[config.mk]
export PLATFORM = sky130hd
export DESIGN_NAME = lcd_bus_writer
export DESIGN_NICKNAME = d
export VERILOG_FILES = /design/src/rtl/lcd_bus_writer.sv
export SDC_FILE = /design/constraint.sdc
export NUM_CORES = 1
export LEC_CHECK = 0
export ABC_AREA = 1
export CORE_UTILIZATION = 59
export DETAILED_ROUTE_END_ITERATION = 16
export HOLD_SLACK_MARGIN = 0.15
export PLACE_DENSITY = 0.82
export SETUP_SLACK_MARGIN = 0.5
export SYNTH_ARGS = -nofsm -noshare
export SYNTH_HDL_FRONTEND = slang
export SYNTH_SLANG_ARGS = --single-unit
[constraint.sdc]
create_clock -name Clk -period 3.5 [get_ports Clk]
set_input_delay 0.525 -clock Clk [delete_from_list [all_inputs] [get_ports Clk]]
set_output_delay 0.525 -clock Clk [all_outputs]
set_load 0.02 [all_outputs]
[src/rtl/lcd_bus_writer.sv]
// HD44780-style character-LCD bus writer: 4/8-bit bus, single-nibble init writes,
// programmable setup/enable/hold/gap timing and automatic long wait for clear/home.
module lcd_bus_writer #(
    parameter bit          BUS8    = 1'b0,
    parameter int unsigned DW      = BUS8 ? 8 : 4,
    parameter int unsigned T_SETUP = 2,
    parameter int unsigned T_EN    = 12,
    parameter int unsigned T_HOLD  = 12,
    parameter int unsigned T_GAP   = 27,
    parameter int unsigned T_CMD   = 1080,
    parameter int unsigned T_LONG  = 44280,
    parameter int unsigned CNT_W   = 16
) (
    input  logic          Clk,
    input  logic          Reset,
    input  logic          Strb,
    input  logic          RS,
    input  logic          Nibble_only,
    input  logic [7:0]    D_in,
    output logic          Busy,
    output logic          Done,
    output logic          E,
    output logic          RS_out,
    output logic          RW_out,
    output logic [DW-1:0] D_out
);

    typedef enum logic [2:0] {
        ST_IDLE   = 3'd0,
        ST_SETUP  = 3'd1,
        ST_ENABLE = 3'd2,
        ST_HOLD   = 3'd3,
        ST_GAP    = 3'd4,
        ST_WAIT   = 3'd5
    } state_t;

    localparam logic [CNT_W-1:0] CNT_ZERO = {CNT_W{1'b0}};
    localparam logic [CNT_W-1:0] CNT_ONE  = CNT_W'(1);
    localparam logic [CNT_W-1:0] LD_SETUP = CNT_W'(T_SETUP - 1);
    localparam logic [CNT_W-1:0] LD_EN    = CNT_W'(T_EN - 1);
    localparam logic [CNT_W-1:0] LD_HOLD  = CNT_W'(T_HOLD - 1);
    localparam logic [CNT_W-1:0] LD_GAP   = CNT_W'(T_GAP - 1);
    localparam logic [CNT_W-1:0] LD_CMD   = CNT_W'(T_CMD - 1);
    localparam logic [CNT_W-1:0] LD_LONG  = CNT_W'(T_LONG - 1);

    // Clear (0x01) and return-home (0x02/0x03) need the long execution wait.
    function automatic logic is_long(input logic rs, input logic [7:0] d);
        return (!rs) && ((d == 8'h01) || (d[7:1] == 7'h01));
    endfunction

    // Top DW bits: the high nibble on a 4-bit bus, the whole byte on an 8-bit bus.
    function automatic logic [DW-1:0] first_xfer(input logic [7:0] d);
        return d[7:8-DW];
    endfunction

    function automatic logic [DW-1:0] second_xfer(input logic [7:0] d);
        return d[DW-1:0];
    endfunction

    state_t            state_r, state_s;
    logic [CNT_W-1:0]  cnt_r, cnt_s;
    logic [7:0]        d_r, d_s;
    logic              long_r, long_s;
    logic              nib2_r, nib2_s;
    logic              second_r, second_s;
    logic              e_s, busy_s, done_s, rs_out_s;
    logic [DW-1:0]     d_out_s;

    // Next-state, counter reload and next output values.
    always_comb begin
        state_s  = state_r;
        cnt_s    = cnt_r;
        d_s      = d_r;
        long_s   = long_r;
        nib2_s   = nib2_r;
        second_s = second_r;
        rs_out_s = RS_out;
        d_out_s  = D_out;
        done_s   = 1'b0;
        case (state_r)
            ST_IDLE: begin
                if (Strb) begin
                    state_s  = ST_SETUP;
                    cnt_s    = LD_SETUP;
                    d_s      = D_in;
                    long_s   = is_long(RS, D_in);
                    nib2_s   = (!BUS8) && (!Nibble_only);
                    second_s = 1'b0;
                    rs_out_s = RS;
                    d_out_s  = first_xfer(D_in);
                end else begin
                    cnt_s = CNT_ZERO;
                end
            end
            ST_SETUP: begin
                if (cnt_r == CNT_ZERO) begin
                    state_s = ST_ENABLE;
                    cnt_s   = LD_EN;
                end else begin
                    cnt_s = cnt_r - CNT_ONE;
                end
            end
            ST_ENABLE: begin
                if (cnt_r == CNT_ZERO) begin
                    state_s = ST_HOLD;
                    cnt_s   = LD_HOLD;
                end else begin
                    cnt_s = cnt_r - CNT_ONE;
                end
            end
            ST_HOLD: begin
                if (cnt_r == CNT_ZERO) begin
                    if (nib2_r && !second_r) begin
                        state_s = ST_GAP;
                        cnt_s   = LD_GAP;
                    end else begin
                        state_s = ST_WAIT;
                        cnt_s   = long_r ? LD_LONG : LD_CMD;
                    end
                end else begin
                    cnt_s = cnt_r - CNT_ONE;
                end
            end
            ST_GAP: begin
                if (cnt_r == CNT_ZERO) begin
                    state_s  = ST_SETUP;
                    cnt_s    = LD_SETUP;
                    second_s = 1'b1;
                    d_out_s  = second_xfer(d_r);
                end else begin
                    cnt_s = cnt_r - CNT_ONE;
                end
            end
            ST_WAIT: begin
                if (cnt_r == CNT_ZERO) begin
                    state_s = ST_IDLE;
                    cnt_s   = CNT_ZERO;
                    done_s  = 1'b1;
                end else begin
                    cnt_s = cnt_r - CNT_ONE;
                end
            end
            default: begin
                state_s = ST_IDLE;
                cnt_s   = CNT_ZERO;
            end
        endcase
        // E follows the registered state so it can never overlap a data change.
        e_s    = (state_s == ST_ENABLE);
        busy_s = (state_s != ST_IDLE);
    end

    // State, counter, captured request and registered pin outputs.
    always_ff @(posedge Clk) begin
        if (Reset) begin
            state_r  <= ST_IDLE;
            cnt_r    <= CNT_ZERO;
            d_r      <= 8'h00;
            long_r   <= 1'b0;
            nib2_r   <= 1'b0;
            second_r <= 1'b0;
            Busy     <= 1'b0;
            Done     <= 1'b0;
            E        <= 1'b0;
            RS_out   <= 1'b0;
            RW_out   <= 1'b0;
            D_out    <= {DW{1'b0}};
        end else begin
            state_r  <= state_s;
            cnt_r    <= cnt_s;
            d_r      <= d_s;
            long_r   <= long_s;
            nib2_r   <= nib2_s;
            second_r <= second_s;
            Busy     <= busy_s;
            Done     <= done_s;
            E        <= e_s;
            RS_out   <= rs_out_s;
            RW_out   <= 1'b0;
            D_out    <= d_out_s;
        end
    end

endmodule

After elaboration in Yosys (flattened, before gate mapping)
Cells that the tools add are included.
- bits of input ports: 13
- logic and storage cells: 60
- output and inout bits: 9
- bits in registers: 34
- $add $sub $neg: 1
- bitwise logic cells: 1
- multiplexer cells: 23
- reduce and logical (&&, ||, !) cells: 14
- equal/unequal tests: 10
- operators by type and width (cell ; number):
    16-bit 2-to-1 mux ; 6
    16-bit one-hot mux with 5 select lines ; 1
    3-bit 2-to-1 mux ; 6
    3-bit one-hot mux with 6 select lines ; 1
    16-bit logical NOT ; 1
    16-bit by 1-bit subtractor with 16-bit output (second input constant) ; 1
    3-bit by 2-bit equality test with 1-bit output (second input constant) ; 3
    8-bit by 1-bit equality test with 1-bit output (second input constant) ; 1
    4-bit 2-to-1 mux ; 2
    4-bit one-hot mux with 2 select lines ; 1
    7-bit by 1-bit equality test with 1-bit output (second input constant) ; 1
    3-bit equality test (second input constant) ; 2
    1-bit 2-to-1 mux ; 5
    2-bit != test (second input constant) ; 2
    2-bit OR reduction ; 2
    3-bit by 1-bit equality test with 1-bit output (second input constant) ; 1
    1-bit logical NOT ; 3
    3-bit logical NOT ; 1
    3-bit AND reduction ; 1
    3-bit nonzero test ; 1
    1-bit logical AND ; 2
    1-bit one-hot mux with 2 select lines ; 1
    2-bit AND reduction ; 1
    2-bit nonzero test ; 1
    other kinds (2) ; 2

Depth between registers and ports, before layout
Gate-level depths: netlist of the first run.
- depth after elaboration: 6
- mapped depth: 11

Worst setup path after synthesis of the first run
No wires, ideal clock.
- kind: register to register
- start: register cnt_r[0]
- end: register cnt_r[11]
- stages on the path, launching flop included: 10
- data required time: 3.380 ns
- arrival: 1.282 ns
- buffers on the path: 0
- slack: 2.097 ns
- cells stage by stage: dfxtp_1 -> inv_1 -> ha_1 -> nand3_2 -> nor2_8 -> nand3_1 -> nand2_2 -> nand3_1 -> nand2_2 -> a21oi_1
- longest elaborated chain between the ends: 3
- elaborated cells on any way between the ends: 7
- classes of those cells: add/sub (1); mux (5); reduce/logical (1)
- RTL lines (element ; RTL line ; source):
    start, declared ; 61 ; logic [CNT_W-1:0] cnt_r, cnt_s;
    start signal, assigned ; 170 ; cnt_r <= cnt_s;
    16-bit by 1-bit subtractor with 16-bit output or 16-bit logical NOT (tied branches) ; n/a ;
    16-bit 2-to-1 mux, on equally long branches ; n/a ;
    16-bit one-hot mux with 5 select lines * ; 80 ; case (state_r)
Every way passes the cells marked *; elsewhere a longest branch is shown, timed or not.
A chain may end at the register's enable or synchronous reset.

Worst setup path after layout of the first run
- start: register RS_out
- end: output RS_out
- RTL lines (element ; RTL line ; source):
    start, declared ; 23 ; output logic RS_out,
    start signal, assigned ; 178 ; RS_out <= rs_out_s;
No word-level cell between the ends.

==> metrics.md, run 1 <==
| Metric | Value |
|---|---|
| Share of cells above drive strength 1 | 0.1136 |
| Final GP Congestion | a little over 1 |
| Mapped Cells | 251 |
| # IOs | 22 |
| Critical path endpoint category | primary output |
| Synthesis Warnings | 0 |
| Final worst path period need | around 1800 ps |
| Commonest cells after routing, fill and taps aside | nor2_1 (42), nand2_1 (38), dfxtp_1 (34), inv_1 (30), clkdlybuf4s50_1 (20) |
| Register Area | between 600 and 700 um2 |
| RR Endpoint | cnt_r[11] |
| Die area | around 3300 um2 |
| Final Net Count | about 290 |
| Period utilization | 0.5105 |
| F_max | around 0.56 GHz |
| Hold buffers post-CTS | 0 |
| R2R setup slack | 1820 ps |
| Largest net degree at the start of global routing | 15 |
| Final setup fails | 0 |
| Hold_ws | 460.2 ps |
| Initial DRC Count | between 100 and 150 |
| FF-to-FF path depth | 9 |
| Core ar. | ~2800 um2 |
| Critical Path Source Type | flop |
| CP top delay family | buffers and inverters |
| WP buf/inv | 1 |
| Iteration count of the initial detailed-routing pass | 11 |
| Crit path kind | reg2out |
| Final wirelength | between 3 and 4 mm |
| Final Hold Fails | 0 |
| First-pass GRT wire length | 6.354 mm |
| Clock sink count | 34 |
| Vias in the first global route | about 1500 |
| Pins Over Slew Limit | 0 |
| Initial Util | 0.6373 |
| Fin Setup TNS | 0 ps |
| Port buffer count | 20 |
| Area of the multi-input gates | between 900 and 1000 um2 |
| Commonest non-fill, non-tap cell in the layout | nor2_1 |
| H-Tree Depth | 2 |
| CP Max Fanout | 2 |
| Run status | complete, but fails checks |
| WL/cell | roughly 13 um |
| Register area share after synthesis | 0.3775 |
| Dpl cells | around 300 |
| Worst setup path end | RS_out |
| DP Wirelength | between 2 and 3 mm |
| Via count | between 1500 and 2000 |
| Worst path arrival time | roughly 1300 ps |
| Site row count | 19 |
| Avg Synthesized Cell Area | 7.183 um2 |
| Critical path depth | 1 |
| Remaining DRCs | 2 |
| Clk buf depth | 2 |
| Clock Latency Late Sink | 330 ps |
| Synth-to-Final Area Change | 14.37% |
| CTS root buf | clkbuf_4 |
| Via-per-instance ratio | 5.424 |
| Mapped Area | about 1800 um2 |
| Antenna Cells | 0 |
| Post-route non-filler standard cell count | 304 |
| CTS resizes | 0 |
| Count of cell types in the netlist | 35 |
| Slowest stage cell, crit path | clkdlybuf4s50_1 |
| Routed Antenna Nets | 0 |
| Fill count | roughly 230 |
| Die width | about 57 um |
| RSZ-0062 raised after global routing | false |
| Die height | between 50 and 60 um |
| Setup bufs post-CTS | 0 |
| Clk slew on worst S/H paths | around 90 ps |
| TritonCTS clock tree | yes |
| Worst-path cell chain | clkdlybuf4s50_1 |
| Violated checks | design-rule violations |
| Total GRT Usage | 0.2543 |
| Crit path from | RS_out |
| Initial antenna violation count | 0 |
| Setup Skew | roughly 7.7 ps |
| Post-synthesis register bit count | 34 |
| Worst EP required | 2970 ps |
| Worst r2r src | cnt_r[0] |
| Grt total ovfl | 0 |
| MaxCap Viol Count | 0 |
| Hold crit path type | reg2reg |
| Crit-path max cell delay | 600 ps |
| Final core utilization | 0.7289 |
| Syn_nets | approximately 270 |
| Total CTS buffers | 5 |
[area by class of cell]
type                    count  share of cell area
clock buffers               7             0.02184
inverters                  31             0.05643
multi-input cells         181              0.4757
flip-flops and latches     34              0.3301
well taps                  31             0.01881
repair buffers             20             0.09709
[through the flow]
stage	instance area, um2	worst slack [ps]
final	2062	1713
after global routing	2062	1644
after CTS	2062	1701
after detailed placement	2017	1487
after global placement	2017	1518
after floorplan	1803	2097
[cell usage after synthesis]
library cell  instances  area, um2
nand3b_1              1      7.510
nand3_1              12      60.06
inv_1                30      112.6
or2_1                 1      6.260
buf_1                 1      3.750
nor2_1               42      157.7
nand2_4               1      11.26
nor3b_1               1      7.510
o21ai_0              16      80.08
o2111ai_1             1      8.760
nor4_1                3      18.77
conb_1                1      3.750
nand3_2               1      10.01
xnor2_1               5      43.79
nor3_2                1      10.01
nand3b_2              1      11.26
nand3b_4              1      20.02
o21ai_1               1      5.000
a211oi_1              1      7.510
nand4_1               5      31.28
nor2_4                2      22.52
clkbuf_1              1      3.750
buf_2                 2      10.01
nor2_8                2      40.04
dfxtp_1              34      680.7
inv_2                 1      3.750
a21oi_1              18      90.09
nor2_2                6      37.54
a31oi_1               1      6.260
nand2_2              10      62.56
nand2_1              38      142.6
buf_4                 1      7.510
nor3_1                2      10.01
xor2_1                5      43.79
ha_1                  2      25.02
[worst min-delay path, stage by stage, from the launching register on]
cell	delay (ps)
dfxtp_1	300
inv_1	60
a21oi_1	60
[sequential cells by signal, indices dropped and copies added, names as in the netlist]
signal / flops
E: 1
cnt_r: 16
state_r: 3
second_r: 1
Done: 1
D_out: 4
long_r: 1
nib2_r: 1
Busy: 1
d_r: 4
RS_out: 1
[per-layer routing]
metal	share of wire	global-route usage
met3	0.074	0.05215
met5	0	0
met1	0.48	0.3575
met2	0.43	0.3832
met4	0.014	0.1010
[how the worst min path moves through the flow]
stage / start / to / slack, ps / cells past startpoint
global route: d_r[1] / d_r[1] / 500 / 2
CTS: d_r[1] / d_r[1] / 460 / 2
global placement: d_r[1] / d_r[1] / 440 / 2
finish: d_r[1] / d_r[1] / 460 / 2
floorplan: d_r[0] / d_r[0] / 420 / 2
detailed placement: d_r[1] / d_r[1] / 450 / 2
[cells by family (layout without fill, tap and decap cells)]
logic type	count (synthesis)	in the layout	share of synthesized area
AOI/OAI and AO/OA	38	38	0.1097
xor gates and xnor gates	10	10	0.04858
adders and majority gates	2	2	0.01388
buffers and inverters	36	58	0.07841
DFF	34	34	0.3775
other	1	1	0.002080
and+or+nand+nor	130	130	0.3699
Power of run 1 is not shown: default switching activity piles up to over one toggle a cycle in this logic, so the estimate is an artifact.
==> run 2, diff against run 1 <==
--- a/config.mk
+++ b/config.mk
@@ -6,10 +6,10 @@
 export NUM_CORES = 1
 export LEC_CHECK = 0
 export ABC_AREA = 1
-export CORE_UTILIZATION = 59
+export CORE_UTILIZATION = 49
 export DETAILED_ROUTE_END_ITERATION = 16
 export HOLD_SLACK_MARGIN = 0.15
-export PLACE_DENSITY = 0.82
+export PLACE_DENSITY = 0.72
 export SETUP_SLACK_MARGIN = 0.5
 export SYNTH_ARGS = -nofsm -noshare
 export SYNTH_HDL_FRONTEND = slang
==> constraint.sdc (replaced) <==
create_clock -name Clk -period 1.6 [get_ports Clk]
set_input_delay 0.24 -clock Clk [delete_from_list [all_inputs] [get_ports Clk]]
set_output_delay 0.24 -clock Clk [all_outputs]
set_load 0.02 [all_outputs]
==> run 2 against run 1 <==
The flow now finishes without violations; first-iteration DRC count decreased by 1.5%; global-route usage grew 2.1 points; setup slack worse by 1700 ps; non-clock buffer count grew 33; largest cell class unchanged.
==> metrics.md, run 2 (synthesis gave the netlist of run 1 again) <==
| Metric | Value |
|---|---|
| Final core utilization | 0.7855 (+0.05665) |
| Worst-path cell chain | inv_4 > ha_4 > nand3_4 > buf_4 > nor2_4 > nand3b_1 > nand2_1 > inv_1 > nand2_2 > a21oi_1 |
| Initial Util | 0.5238 (-0.1135) |
| Initial DRC Count | 132 (-1.5%) |
| Clock Latency Late Sink | 290 ps (-40 ps) |
| Die area | 3926 um2 (+20%) |
| Run status | complete, no violations |
| Slowest stage cell, crit path | dfxtp_2 |
| Synth-to-Final Area Change | 49.97% |
| Crit path kind | reg2reg |
| Via-per-instance ratio | 5.421 (about the same) |
| First-pass GRT wire length | 8.169 mm (+29%) |
| Largest net degree at the start of global routing | 12 (-3) |
| Worst setup path end | cnt_r[6] |
| H-Tree Depth | 2 (unchanged) |
| Iteration count of the initial detailed-routing pass | 5 (-6) |
| RR Endpoint | cnt_r[6] |
| TritonCTS clock tree | yes |
| Final Hold Fails | 0 (unchanged) |
| Die height | 62.66 um (+9.4%) |
| Critical Path Source Type | flop |
| Final wirelength | 5.394 mm (+39%) |
| Port buffer count | 20 (unchanged) |
| RSZ-0062 raised after global routing | true |
| Site row count | 21 (+2) |
| Core ar. | 3442 um2 (+22%) |
| Total GRT Usage | 0.2749 (+0.02056) |
| Clk slew on worst S/H paths | 60 ps (-30 ps) |
| Die width | 62.66 um (+9.4%) |
| FF-to-FF path depth | 10 (+1) |
| Final worst path period need | around 1500 ps |
| Final setup fails | 0 (unchanged) |
| MaxCap Viol Count | 0 (unchanged) |
| Hold crit path type | reg2reg |
| Initial antenna violation count | 0 (unchanged) |
| Routed Antenna Nets | 0 (unchanged) |
| CTS root buf | clkbuf_8 |
| Period utilization | 0.9652 |
| Remaining DRCs | 0 (-2) |
| Commonest non-fill, non-tap cell in the layout | nor2_1 |
| Largest regs | cnt_r (16), D_out (4), d_r (4) |
| Clock sink count | 34 (unchanged) |
| Largest register by flop count | cnt_r |
| Antenna Cells | 0 (unchanged) |
| DP Wirelength | 2.973 mm (+2.4%) |
| CP Max Fanout | 4 (+2) |
| Crit-path max cell delay | 330 ps (-270 ps) |
| Crit path from | cnt_r[1] |
| Worst path arrival time | 1720 ps (+460 ps) |
| # IOs | 22 (unchanged) |
| Final setup margin | 55.70 ps (-1657 ps) |
| Commonest cells after routing, fill and taps aside | nor2_1 (34), nand2_1 (31), inv_1 (21), buf_4 (21), dfxtp_1 (18) |
| Final GP Congestion | 0.8630 (-14%) |
| Max reg flops | 16 (unchanged) |
| Via count | 1919 (+16%) |
| Total CTS buffers | 5 (unchanged) |
| Final Net Count | 323 (+12%) |
| Pins Over Slew Limit | 0 (unchanged) |
| Share of cells above drive strength 1 | 0.4318 (+0.3183) |
| F_max | roughly 0.65 GHz |
| Setup Skew | 4.698 ps (-3.012 ps) |
| WL/cell | 15.24 um (+19%) |
| Pre-CTS setup slack | -34.58 ps (-1521 ps) |
| Vias in the first global route | 1762 (+20%) |
| Worst r2r src | cnt_r[1] |
| Grt total ovfl | 0 (unchanged) |
| Worst slew margin | 0.6434 |
| R2R setup slack | 60 ps (-1760 ps) |
| Clk buf depth | 2 (unchanged) |
| Slew @ Worst Pin | approximately 530 ps |
| Critical path endpoint category | flop |
| Worst EP required | 1770 ps (-1200 ps) |
==> run 2: cell types whose count changed in the layout (fill, tap and decap cells not counted), moves of 9 or more <==
cell             before  now
buf_4                 0   21
dfxtp_2               0   13
dfxtp_1              34   18
inv_1                30   21
clkdlybuf4s50_1      20   11
nor2_4                2   15
buf_6                 0   12
==> run 2: worst max-delay path: cells and delay by family, from the launching register on <==
family | cells | cell delay [ps]
buf+inv | 3 | 300
compound gates | 1 | 50
fa+ha+maj | 1 | 160
flops | 1 | 330
simple gates | 5 | 600
==> run 2: layout make-up <==
cell class | instances | area (um2)
multi-input cells | 183 | 1270
well taps | 46 | 57.56
repair buffers | 53 | 451.7
fillers | 209 | 738.2
inverters | 31 | 140.1
clock buffers | 7 | 76.32
flip-flops and latches | 34 | 708.2
==> run 2: per-stage QoR <==
stage / hold WS, ps / std cells / area [um2] / setup TNS [ps]
after floorplan: 330.1 / 251 / 1849 / 0
after global placement: 437.8 / 317 / 2120 / -5.138
after detailed placement: 443.5 / 317 / 2120 / -97.05
after CTS: 448.0 / 346 / 2554 / 0
after global routing: 482.1 / 354 / 2704 / -74.39
final: 448.7 / 354 / 2704 / 0
==> run 2: worst min-delay path by stage <==
stage                     start  endpoint  slack, ps  cells after the start
floorplan           Nibble_only    nib2_r        330                      1
global placement         d_r[0]    d_r[0]        440                      2
detailed placement       d_r[0]    d_r[0]        440                      2
CTS                      d_r[0]    d_r[0]        450                      2
global route             d_r[0]    d_r[0]        480                      2
finish                   d_r[0]    d_r[0]        450                      2
==> run 2: what timing repair did <==
action | 4_1_cts | 5_1_grt
buffers inserted | 20 | 8
gates resized for setup | 100 | 34
setup endpoints to repair | 42 | 35
hold buffers | 0 | 0
cloned | 2 | 0
pin swaps | 19 | 25
==> run 2: per-layer routing <==
layer  global-route usage  share of wire  vias up
met2               0.4185           0.46       87
met5                    0              0        -
met4               0.1570          0.041        0
li1                     -              -      925
met1               0.3545           0.43      884
met3              0.06387          0.073       23
Power of run 2 is left out for the same reason.
==> run 3, diff against run 2 <==
--- a/config.mk
+++ b/config.mk
@@ -9,7 +9,7 @@
 export CORE_UTILIZATION = 49
 export DETAILED_ROUTE_END_ITERATION = 16
 export HOLD_SLACK_MARGIN = 0.15
-export PLACE_DENSITY = 0.72
+export PLACE_DENSITY = 0.74
 export SETUP_SLACK_MARGIN = 0.5
 export SYNTH_ARGS = -nofsm -noshare
 export SYNTH_HDL_FRONTEND = slang
==> run 3 against run 2 <==
Cell count shrank 4.5%; critical path depth shrank 1; global-route usage shrank 5.8 points; via count shrank 10%; design area shrank 9.3%; clock skew shrank 1.7 ps; setup slack gained 91 ps; register-to-register slack gained 90 ps.
==> metrics.md, run 3 (synthesis gave the netlist of run 1 again) <==
| Metric | Value |
|---|---|
| Run status | complete, no violations |
| F_max | 0.6883 GHz (+6.3%) |
| Die height | 62.66 um (unchanged) |
| Clock Latency Late Sink | 290 ps (about the same) |
| Port buffer count | 20 (unchanged) |
| Final GP Congestion | 0.9630 (+12%) |
| Fin Setup TNS | 0 ps (unchanged) |
| Largest net degree at the start of global routing | 13 (+1) |
| # IOs | 22 (unchanged) |
| Setup Skew | 3.011 ps (-1.687 ps) |
| Initial DRC Count | 40 (-70%) |
| Final wirelength | 4.486 mm (-17%) |
| First-pass GRT wire length | 6.686 mm (-18%) |
| MaxCap Viol Count | 0 (unchanged) |
| Final setup margin | 147.1 ps (+91.44 ps) |
| Period utilization | 0.9080 (-0.05715) |
| Critical path endpoint category | flop |
| Slowest stage cell, crit path | dfxtp_1 |
| WL/cell | 13.27 um (-13%) |
| Worst path arrival time | 1630 ps (-90 ps) |
| Commonest non-fill, non-tap cell in the layout | nor2_1 |
| Initial Util | 0.5238 (unchanged) |
| RSZ-0062 raised after global routing | true |
| Die area | 3926 um2 (unchanged) |
| Final Net Count | 306 (-5.3%) |
| Via count | 1719 (-10%) |
| Antenna Cells | 0 (unchanged) |
| Worst EP required | 1780 ps (about the same) |
| Pre-CTS setup slack | 77.00 ps (+111.6 ps) |
| DP Wirelength | 2.967 mm (-0.22%) |
| Largest regs | cnt_r (16), D_out (4), d_r (4) |
| Largest register by flop count | cnt_r |
| Crit-path max cell delay | 350 ps (+20 ps) |
| H-Tree Depth | 2 (unchanged) |
| Core ar. | 3442 um2 (unchanged) |
| Vias in the first global route | 1608 (-8.7%) |
| Max reg flops | 16 (unchanged) |
| Most used cell, CP | nand2_2 |
| Site row count | 21 (unchanged) |
| Final Hold Fails | 0 (unchanged) |
| Clk slew on worst S/H paths | 70 ps (about the same) |
| Share of cells above drive strength 1 | 0.3664 (-0.06538) |
| Iteration count of the initial detailed-routing pass | 7 (+2) |
| Hold crit path type | in2reg |
| Crit path kind | reg2reg |
| Worst-path cell chain | nor2_2 > nand2_2 > nor2_8 > buf_4 > nand3b_1 > nand2_1 > inv_1 > nand2_2 > a21oi_1 |
| Clock sink count | 34 (unchanged) |
| Initial antenna violation count | 0 (unchanged) |
| Final setup fails | 0 (unchanged) |
| Remaining DRCs | 0 (unchanged) |
| Clk buf depth | 2 (unchanged) |
| Final worst path period need | 1453 ps (-91.44 ps) |
| Critical Path Source Type | flop |
| Grt total ovfl | 0 (unchanged) |
| TritonCTS clock tree | yes |
| Die width | 62.66 um (unchanged) |
| Synth-to-Final Area Change | 35.95% |
| CTS root buf | clkbuf_8 |
| Total CTS buffers | 5 (unchanged) |
| Total GRT Usage | 0.2172 (-0.05772) |
| Pins Over Slew Limit | 0 (unchanged) |
| Commonest cells after routing, fill and taps aside | nor2_1 (37), nand2_1 (31), dfxtp_1 (24), inv_1 (23), nand2_2 (13) |
| CP Max Fanout | 6 (+2) |
| Routed Antenna Nets | 0 (unchanged) |
| Via-per-instance ratio | 5.086 (-6.2%) |
## run 3: cell types whose count changed in the layout (fill, tap and decap cells not counted), sizes merged
cell | previous run | this run
nand2 | 50 | 49
clkinvlp | 1 | 2
buf | 40 | 24
clkinv | 0 | 1
nor2 | 53 | 52
## run 3: final timing paths
kind              startpoint        end  slack, ps  cells past startpoint
setup reg to reg    cnt_r[8]  cnt_r[11]        150                      9
hold / removal         Reset   cnt_r[2]        440                      2
hold reg to reg       d_r[1]     d_r[1]        470                      2
setup / recovery    cnt_r[8]  cnt_r[11]        150                      9
## run 3: critical path, delay by kind of cell, from the launching register on
family / cells / cell delay [ps]
AO/OA/AOI/OAI: 1 / 40
buffers and inverters: 2 / 230
flip-flops: 1 / 350
AND/OR/NAND/NOR: 6 / 720
## run 3: layout make-up
| cell class | count | area (um2) |
|---|---|---|
| multi-input combinational | 181 | 1171 |
| fill | 276 | 991.0 |
| sequential | 34 | 698.2 |
| timing repair buffer | 37 | 305.3 |
| inverter | 31 | 122.6 |
| clock buffer | 7 | 86.33 |
| tap | 46 | 57.56 |
| clock inverter | 1 | 5.005 |
| timing repair inverter | 1 | 5.005 |
## run 3: routing by layer
metal / vias to the layer above / GRT usage / part of all wire
met4: 0 / 0.1047 / 0.020
li1: 886 / - / -
met2: 35 / 0.3845 / 0.52
met3: 10 / 0.04927 / 0.034
met5: - / 0 / 0
met1: 788 / 0.2432 / 0.43
## run 3: repair_timing
action	4_1_cts	5_1_grt
gates resized for setup	43	55
cloned	1	0
setup endpoints to repair	42	37
buffers inserted	3	10
pin swaps	3	13
hold buffers	0	0
## run 3: metrics by stage
step                      std cells  hold slack, ps  area [um2]    util
final                           338           436.3        2451  0.7121
after global placement          316           444.2        2112  0.6136
after detailed placement        316           445.8        2112  0.6136
after floorplan                 251           330.1        1849       -
after global routing            338           447.9        2451  0.7121
after CTS                       328           436.5        2251  0.6539
Power of run 3 is left out for the same reason.
